`src/rtl/serial_adder_pkg.sv`:
```
// Shared types and constants for the bit-serial adder.
package serial_adder_pkg;

  localparam int unsigned DEFAULT_WIDTH = 8;

  typedef enum logic [1:0] {
    ST_IDLE = 2'd0,
    ST_RUN  = 2'd1,
    ST_DONE = 2'd2
  } state_t;

  // Bit-counter width: clog2(width), never narrower than one bit.
  function automatic int unsigned cnt_width(input int unsigned width);
    return (width > 1) ? $clog2(width) : 1;
  endfunction

endpackage

```
`src/rtl/serial_adder_if.sv`:
```
// Start/busy/done handshake and operand/result bus of the serial adder.
interface serial_adder_if #(
  parameter int unsigned WIDTH = serial_adder_pkg::DEFAULT_WIDTH
);
  logic             start;
  logic [WIDTH-1:0] a;
  logic [WIDTH-1:0] b;
  logic             cin;
  logic             busy;
  logic             done;
  logic [WIDTH-1:0] sum;
  logic             cout;
  logic             overflow;

  modport master (output start, a, b, cin, input busy, done, sum, cout, overflow);
  modport slave  (input start, a, b, cin, output busy, done, sum, cout, overflow);
endinterface

```
`src/rtl/serial_adder_full_adder2.sv`:
```
// One-bit full adder cell composed of two half adders.
module half_adder (
  input  logic a,
  input  logic b,
  output logic sum,
  output logic carry
);
  assign sum   = a ^ b;
  assign carry = a & b;
endmodule

module full_adder2 (
  input  logic a,
  input  logic b,
  input  logic cin,
  output logic sum,
  output logic cout
);
  logic s0, c0, c1;

  half_adder u_ha0 (.a(a),  .b(b),   .sum(s0),  .carry(c0));
  half_adder u_ha1 (.a(s0), .b(cin), .sum(sum), .carry(c1));

  assign cout = c0 | c1;
endmodule

```
`src/rtl/serial_adder.sv`:
```
// Bit-serial adder: WIDTH-bit add, one bit per clock LSB first, start/busy/done handshake.
module serial_adder
  import serial_adder_pkg::*;
#(
  parameter int unsigned WIDTH = DEFAULT_WIDTH
) (
  input logic           clk,
  input logic           reset,
  serial_adder_if.slave bus
);
  localparam int unsigned     CW   = cnt_width(WIDTH);
  localparam logic [CW-1:0]   LAST = CW'(WIDTH - 1);

  state_t           state, state_nx;
  logic [WIDTH-1:0] a_sr, b_sr, res_sr, res_nx;
  logic             carry;
  logic [CW-1:0]    cnt;
  logic             fa_sum, fa_cout;
  logic             accept, last_bit;

  full_adder2 u_fa (
    .a   (a_sr[0]),
    .b   (b_sr[0]),
    .cin (carry),
    .sum (fa_sum),
    .cout(fa_cout)
  );

  assign last_bit = (cnt == LAST);
  // Concatenate-then-shift keeps the WIDTH=1 case free of reversed slices.
  assign res_nx   = WIDTH'({fa_sum, res_sr} >> 1);

  always_comb begin
    state_nx = state;
    accept   = 1'b0;
    case (state)
      ST_IDLE: if (bus.start) begin
        accept   = 1'b1;
        state_nx = ST_RUN;
      end
      ST_RUN:  if (last_bit) state_nx = ST_DONE;
      ST_DONE: begin
        if (bus.start) begin
          accept   = 1'b1;
          state_nx = ST_RUN;
        end else begin
          state_nx = ST_IDLE;
        end
      end
      default: state_nx = ST_IDLE;
    endcase
  end

  always_ff @(posedge clk) begin
    if (reset) begin
      state        <= ST_IDLE;
      a_sr         <= '0;
      b_sr         <= '0;
      res_sr       <= '0;
      carry        <= 1'b0;
      cnt          <= '0;
      bus.sum      <= '0;
      bus.cout     <= 1'b0;
      bus.overflow <= 1'b0;
    end else begin
      state <= state_nx;
      if (accept) begin
        a_sr   <= bus.a;
        b_sr   <= bus.b;
        carry  <= bus.cin;
        cnt    <= '0;
        res_sr <= '0;
      end else if (state == ST_RUN) begin
        a_sr   <= a_sr >> 1;
        b_sr   <= b_sr >> 1;
        res_sr <= res_nx;
        carry  <= fa_cout;
        cnt    <= cnt + 1'b1;
        if (last_bit) begin
          // carry still holds the carry into the MSB on this edge
          bus.sum      <= res_nx;
          bus.cout     <= fa_cout;
          bus.overflow <= carry ^ fa_cout;
        end
      end
    end
  end

  assign bus.busy = (state == ST_RUN);
  assign bus.done = (state == ST_DONE);

endmodule
```
`src/flat_wrapper.sv`:
```
// flat-port wrapper written by rule: the top's interface ports become plain ports
module serial_adder_flat import serial_adder_pkg::*;
#(
  parameter int unsigned WIDTH = DEFAULT_WIDTH
)
  (clk, reset, bus_start, bus_a, bus_b, bus_cin, bus_busy, bus_done, bus_sum, bus_cout, bus_overflow);
  serial_adder_if #(.WIDTH(WIDTH)) bus_i ();
  input logic clk;
  input logic reset;
  input wire logic [$bits(bus_i.start)-1:0] bus_start;
  input wire logic [$bits(bus_i.a)-1:0] bus_a;
  input wire logic [$bits(bus_i.b)-1:0] bus_b;
  input wire logic [$bits(bus_i.cin)-1:0] bus_cin;
  output wire logic [$bits(bus_i.busy)-1:0] bus_busy;
  output wire logic [$bits(bus_i.done)-1:0] bus_done;
  output wire logic [$bits(bus_i.sum)-1:0] bus_sum;
  output wire logic [$bits(bus_i.cout)-1:0] bus_cout;
  output wire logic [$bits(bus_i.overflow)-1:0] bus_overflow;
  assign bus_i.start = bus_start;
  assign bus_i.a = bus_a;
  assign bus_i.b = bus_b;
  assign bus_i.cin = bus_cin;
  assign bus_busy = bus_i.busy;
  assign bus_done = bus_i.done;
  assign bus_sum = bus_i.sum;
  assign bus_cout = bus_i.cout;
  assign bus_overflow = bus_i.overflow;
  serial_adder #(.WIDTH(WIDTH)) u_core (.clk(clk), .reset(reset), .bus(bus_i));
endmodule
```
`config.mk`:
```
export PLATFORM = sky130hd
export DESIGN_NAME = serial_adder_flat
export DESIGN_NICKNAME = d
export VERILOG_FILES = /design/src/rtl/serial_adder_pkg.sv /design/src/rtl/serial_adder_if.sv /design/src/rtl/serial_adder_full_adder2.sv /design/src/rtl/serial_adder.sv /design/src/flat_wrapper.sv
export SDC_FILE = /design/constraint.sdc
export NUM_CORES = 1
export LEC_CHECK = 0
export ABC_CLOCK_PERIOD_IN_PS = 1200
export CAP_MARGIN = 15
export CORE_ASPECT_RATIO = 1.75
export CORE_MARGIN = 10
export CORE_UTILIZATION = 45
export DETAILED_ROUTE_END_ITERATION = 16
export PLACE_DENSITY = 0.83
export SLEW_MARGIN = 20
export SYNTH_ARGS = -nofsm -noshare
export SYNTH_HDL_FRONTEND = slang
export SYNTH_SLANG_ARGS = --single-unit
```
`constraint.sdc`:
```
create_clock -name clk -period 1.2 [get_ports clk]
set_input_delay 0.24 -clock clk [delete_from_list [all_inputs] [get_ports clk]]
set_output_delay 0.24 -clock clk [all_outputs]
set_load 0.02 [all_outputs]
```
### Word level (Yosys, flattened, before mapping)

Index checks and enable logic that the tools add are counted.

* multiplexer cells: 12
* bitwise gates (word level): 7
* equal/unequal tests: 5
* reductions and logical operators: 6
* $add $sub $neg: 1

Operator list (count)
* 8-bit 2-to-1 mux: 4
* 2-bit case mux with 3 select lines: 1
* 1-bit 2-to-1 mux: 5
* 2-bit 2-to-1 mux: 2
* 2-bit OR reduction: 2
* 3-bit by 1-bit adder with 3-bit output, second input constant: 1
* 3-bit == test, second input constant: 1
* 3-bit AND reduction: 1
* 1-bit XOR: 3
* 1-bit bitwise AND: 2
* 2-bit by 1-bit == test with 1-bit output, second input constant: 1
* 2-bit == test, second input constant: 1
* 2-bit zero test: 1
* 2-bit by 1-bit != test with 1-bit output, second input constant: 1
* 2-bit != test, second input constant: 1
* 2-bit AND reduction: 1
* 2-bit nonzero test: 1
* 1-bit inverter: 1
* 1-bit bitwise OR: 1

* output and inout port bits: 12
* register bits after elaboration: 40

### Longest topological paths before layout

* word-level depth: 5
* mapped depth: 6
* mapped depth without buffers: 5

### Hierarchy

Synthesis repeated with hierarchy kept, for this count alone.

* cell total of the unflattened synthesis: 182
* area, all modules: 1554.0 um^2

Modules (own cells, without submodules)
* serial_adder: seq. area each 780.7 um^2, area an instance 1522.7 um^2, cells an instance 179, instances 1
* half_adder: seq. area each 0.0 um^2, area an instance 12.5 um^2, cells an instance 1, instances 2
* full_adder2: seq. area each 0.0 um^2, area an instance 6.3 um^2, cells an instance 1, instances 1

### Worst setup path before layout

Ideal clock, no wire load.

* path type: register to register
* from: reg u_core.cnt[0]
* to: reg u_core.bus.overflow
* period minus slack after synthesis: 1.260 ns
* library setup time: 0.086 ns
* setup slack: -0.060 ns
* arrival: 1.174 ns
* stages on the path, launching flop included: 6
* cell sequence: dfxtp_1 -> ha_1 -> ha_1 -> and3b_1 -> buf_2 -> a211oi_1

* word-level cells in the longest chain between the ends: 2

Ends and longest elaborated chain
* start, declared: RTL line serial_adder.sv:17 `logic [CW-1:0] cnt;`
* start signal, assigned: RTL line serial_adder.sv:78 `cnt <= cnt + 1'b1;`
* 3-bit == test: RTL line serial_adder.sv:29 `assign last_bit = (cnt == LAST);`
* 3-bit AND reduction (no source line)
* end signal, assigned: RTL line serial_adder.sv:83 `bus.overflow <= carry ^ fa_cout;`
* end, declared: RTL line serial_adder_if.sv:16 `modport slave (input start, a, b, cin, output busy, done, sum, cout, overflow);`

Every way passes these cells.
A chain may end at the register's enable or synchronous reset.

### Final worst setup path

* from: reg u_core.state[0]
* to: reg u_core.a_sr[7]

* word-level cells in the longest chain between the ends: 4

Ends and longest elaborated chain
* start, declared: RTL line serial_adder.sv:14 `state_t state, state_nx;`
* start signal, assigned: RTL line serial_adder.sv:66 `state <= state_nx;`
* 2-bit == test / 2-bit zero test (equally long branches): RTL line serial_adder.sv:36 `case (state)`
* 2-bit OR reduction (no source line)
* 1-bit 2-to-1 mux
* 8-bit 2-to-1 mux / 2-bit nonzero test (equally long branches)
* end signal, assigned: RTL line serial_adder.sv:68 `a_sr <= bus.a;`
* end signal, assigned: RTL line serial_adder.sv:74 `a_sr <= a_sr >> 1;`
* end, declared: RTL line serial_adder.sv:15 `logic [WIDTH-1:0] a_sr, b_sr, res_sr, res_nx;`

Several ways; a longest one is shown, not always the timed one.

==> results_dict.tcl <==
set metrics [dict create \
    start_kind "flip-flop" \
    cts_root_buf "clkbuf_8" \
    syn2layout_area_growth_pct 50.45 \
    core_um2 3328 \
    tightestPinTransition_ns 0.2200 \
    firstDrtPassIters 4 \
    power.total_w 0.002715 \
    vias 1457 \
    fin_ws_ns -0.07211 \
    antenna_cells 0 \
    finalInstanceArea_um2 2317 \
    synth-xor-area-share 0.01137 \
    rsz0062_at_grt "true" \
    synth_compound_area_frac 0.1470 \
    dp_hpwl_um 2550 \
    period_share 1.060 \
    hold_path_class "reg -> reg" \
    synth_top_family_by_area "simple AND/OR/NAND/NOR gates" \
    maxCapViolations 0 \
    pin_count 32 \
    cp.required_ns 1.36 \
    worst_hold_path.endpoint "u_core.bus.sum[0]" \
    clk_pin_slew_ns 0.07 \
    drt_wl_total_um 4248 \
    swShare 0.2558 \
    tritoncts "yes" \
    status "finished, violations left" \
    final_common_cell "nand2_1" \
    place_area_um2 1963 \
    p_leak_nw 0.8336 \
    clock_path_buffers 2 \
    final_cells 271 \
    rows 28 \
    antenna_found_initial 0 \
    dp_slack_ns -0.2387 \
    dp_cells 257 \
    ant_nets 0 \
    fin_nets 248 \
    ys_warn_count 0 \
    hold_slack_ns 0.4550 \
    worst-r2r-cell-count 5 \
    critPathCaptureType "flip-flop" \
    ys_seq_area_frac 0.5069 \
    die_h_um 97.39 \
    synthAdderAreaFrac 0.02924 \
    clkSinkCount 39 \
    avgViaCountPerCell 5.376 \
    synth.area.mux_share 0.006499 \
    synth.avg_cell_area_um2 8.605 \
    die_x_um 64.23 \
    grt_pass1_wl_um 6720 \
    grt_use_total 0.1285 \
    finalHoldViolations 0 \
    crit_path_cell_trace "buf_6, and2b_4, buf_4, mux2i_1, nor3_1" \
    crit_fanout 4 \
    routabilityCongestion 0.7526 \
    overflow 0 \
    numCtsBuffers 5 \
    fmax_ghz 0.7861 \
    timing.rr.start "u_core.state[0]" \
    p_int_w 0.002021 \
    reg2reg_slack_ns -0.07 \
    drt-initial-drc-count 73 \
    syn_nets 202 \
    hold_buffers 0 \
    finalCriticalPeriod_ns 1.272 \
    synth_cells 179 \
    fin_skew_ns 0.005958 \
    setup.worst_path.class "reg -> reg" \
    seqPwrFrac 0.520 \
    drive_gt1_frac 0.3540 \
    failed_checks "negative setup slack" \
    ir_drop_mv 0.8687 \
    dieArea_um2 6255 \
    r2r-end "u_core.a_sr[7]" \
    ys_ff_latch 39 \
    worstPathArrival_ns 1.44 \
    layout_common_cells "nand2_1 (36), dfxtp_1 (33), clkdlybuf4s50_1 (19)" \
    drc_errors 0 \
    syn_area_um2 1540 \
    portBuffers 31 \
    cts_max_level 2 \
    cpPeakStageDelay_ns 0.37 \
    slowest_stage "dfxtp_4" \
    clock_latency_ns 0.28 \
    synth_simple_gate_area_share 0.2340 \
    hp-start "u_core.bus.sum[0]" \
    post_drt_wl_per_cell_um 15.68 \
    setup_viol 16 \
    p_per_area_nw_per_um2 1172 \
    grt_max_degree 27 \
    drv_slew 0 \
    synth.distinct_cells 27 \
    p_comb_frac 0.178 \
    start_util 0.4628 \
    clkPwrFrac 0.302 \
    relSlewSlack 0.8523 \
    switching_power_w 0.0006945 \
    whs_path_depth 2 \
    grt_pass1_vias 1435 \
]
[logic make-up after synthesis]
logic type / Yosys count
buf+inv: 14
simple gates: 82
xor+xnor: 2
compound gates: 38
mux: 1
flops: 39
fa+ha+maj: 3
[metal layers]
metal / GRT usage / up-vias / wire, um
li1: - / 707 / -
met1: 0.1429 / 694 / 1635
met2: 0.2163 / 51 / 2315
met3: 0.04042 / 5 / 240
met4: 0.05464 / 0 / 57
met5: 0 / - / 0
[sequential cells by signal, indices dropped and copies added, names as in the netlist]
register,flops
u_core.state,2
u_core.bus.sum,8
u_core.a_sr,8
u_core.bus.overflow,1
u_core.b_sr,8
u_core.res_sr,7
u_core.bus.cout,1
u_core.carry,1
u_core.cnt,3
[timing repair]
item	4_1_cts	5_1_grt
gates resized for setup	62	34
cloned	1	1
setup buffers	3	1
endpoints found under the setup margin	38	46
hold endpoints to repair	0	0
pin swaps	13	5
[critical path, delay by kind of cell, from the launching register on]
kind,cells,cell delay [ns]
and+or+nand+nor,2,0.36
DFF,1,0.37
muxes,1,0.18
buffers and inverters,2,0.25
[final cells by class]
| class | count | area, um^2 |
|---|---|---|
| Fill cell | 241 | 1011 |
| Multi-Input combinational cell | 126 | 858.3 |
| Sequential cell | 39 | 790.8 |
| Timing Repair Buffer | 52 | 521.8 |
| Clock buffer | 7 | 76.32 |
| Tap cell | 45 | 56.30 |
| Inverter | 1 | 8.758 |
| Clock inverter | 1 | 5.005 |
[cells in the mapped netlist, drive strengths merged]
master / number / area (um^2)
and3b: 1 / 8.760
nor2b: 1 / 6.260
and2b: 1 / 7.510
inv: 1 / 8.760
a211oi: 1 / 7.510
nand3b: 1 / 7.510
nand2b: 3 / 21.27
nor2: 8 / 30.03
a22oi: 2 / 15.01
a21oi: 21 / 105.1
mux2i: 1 / 10.01
xnor2: 2 / 17.52
a311oi: 4 / 35.03
clkbuf: 2 / 7.510
nand3: 3 / 15.01
o21a: 1 / 7.510
nor3: 19 / 95.09
o22ai: 9 / 56.30
fa: 1 / 20.02
ha: 2 / 25.02
dfxtp: 39 / 780.8
buf: 11 / 83.82
nand2: 45 / 168.9
[per-stage QoR]
stage                     setup TNS, ns    util
after floorplan                       0       -
final                           -0.4916  0.6962
after global placement           -3.499  0.5899
after detailed placement         -4.339  0.5899
after global routing             -1.423  0.6962
after CTS                       -0.4031  0.6590
[how the worst max path moves through the flow]
stage | slack [ns] | startpoint | endpoint | depth (start not counted)
floorplan | 0.01 | u_core.a_sr[0] | u_core.bus.overflow | 3
global placement | -0.22 | u_core.state[1] | bus_busy | 3
detailed placement | -0.24 | u_core.state[1] | bus_busy | 3
CTS | -0.08 | u_core.state[0] | bus_done | 3
global route | -0.1 | u_core.cnt[1] | u_core.bus.overflow | 5
finish | -0.07 | u_core.state[0] | u_core.a_sr[7] | 5
[power by group through the flow]
stage          registers [W]  logic [W]  clock network, W
2_1_floorplan        0.00141   0.000233                 0
3_3_place_gp         0.00142   0.000359                 0
3_5_place_dp         0.00142   0.000369                 0
4_1_cts              0.00140   0.000410          0.000846
5_1_grt              0.00142   0.000523          0.000889
6_report             0.00141   0.000484          0.000820
No activity file was read; power rests on OpenSTA's default activity.
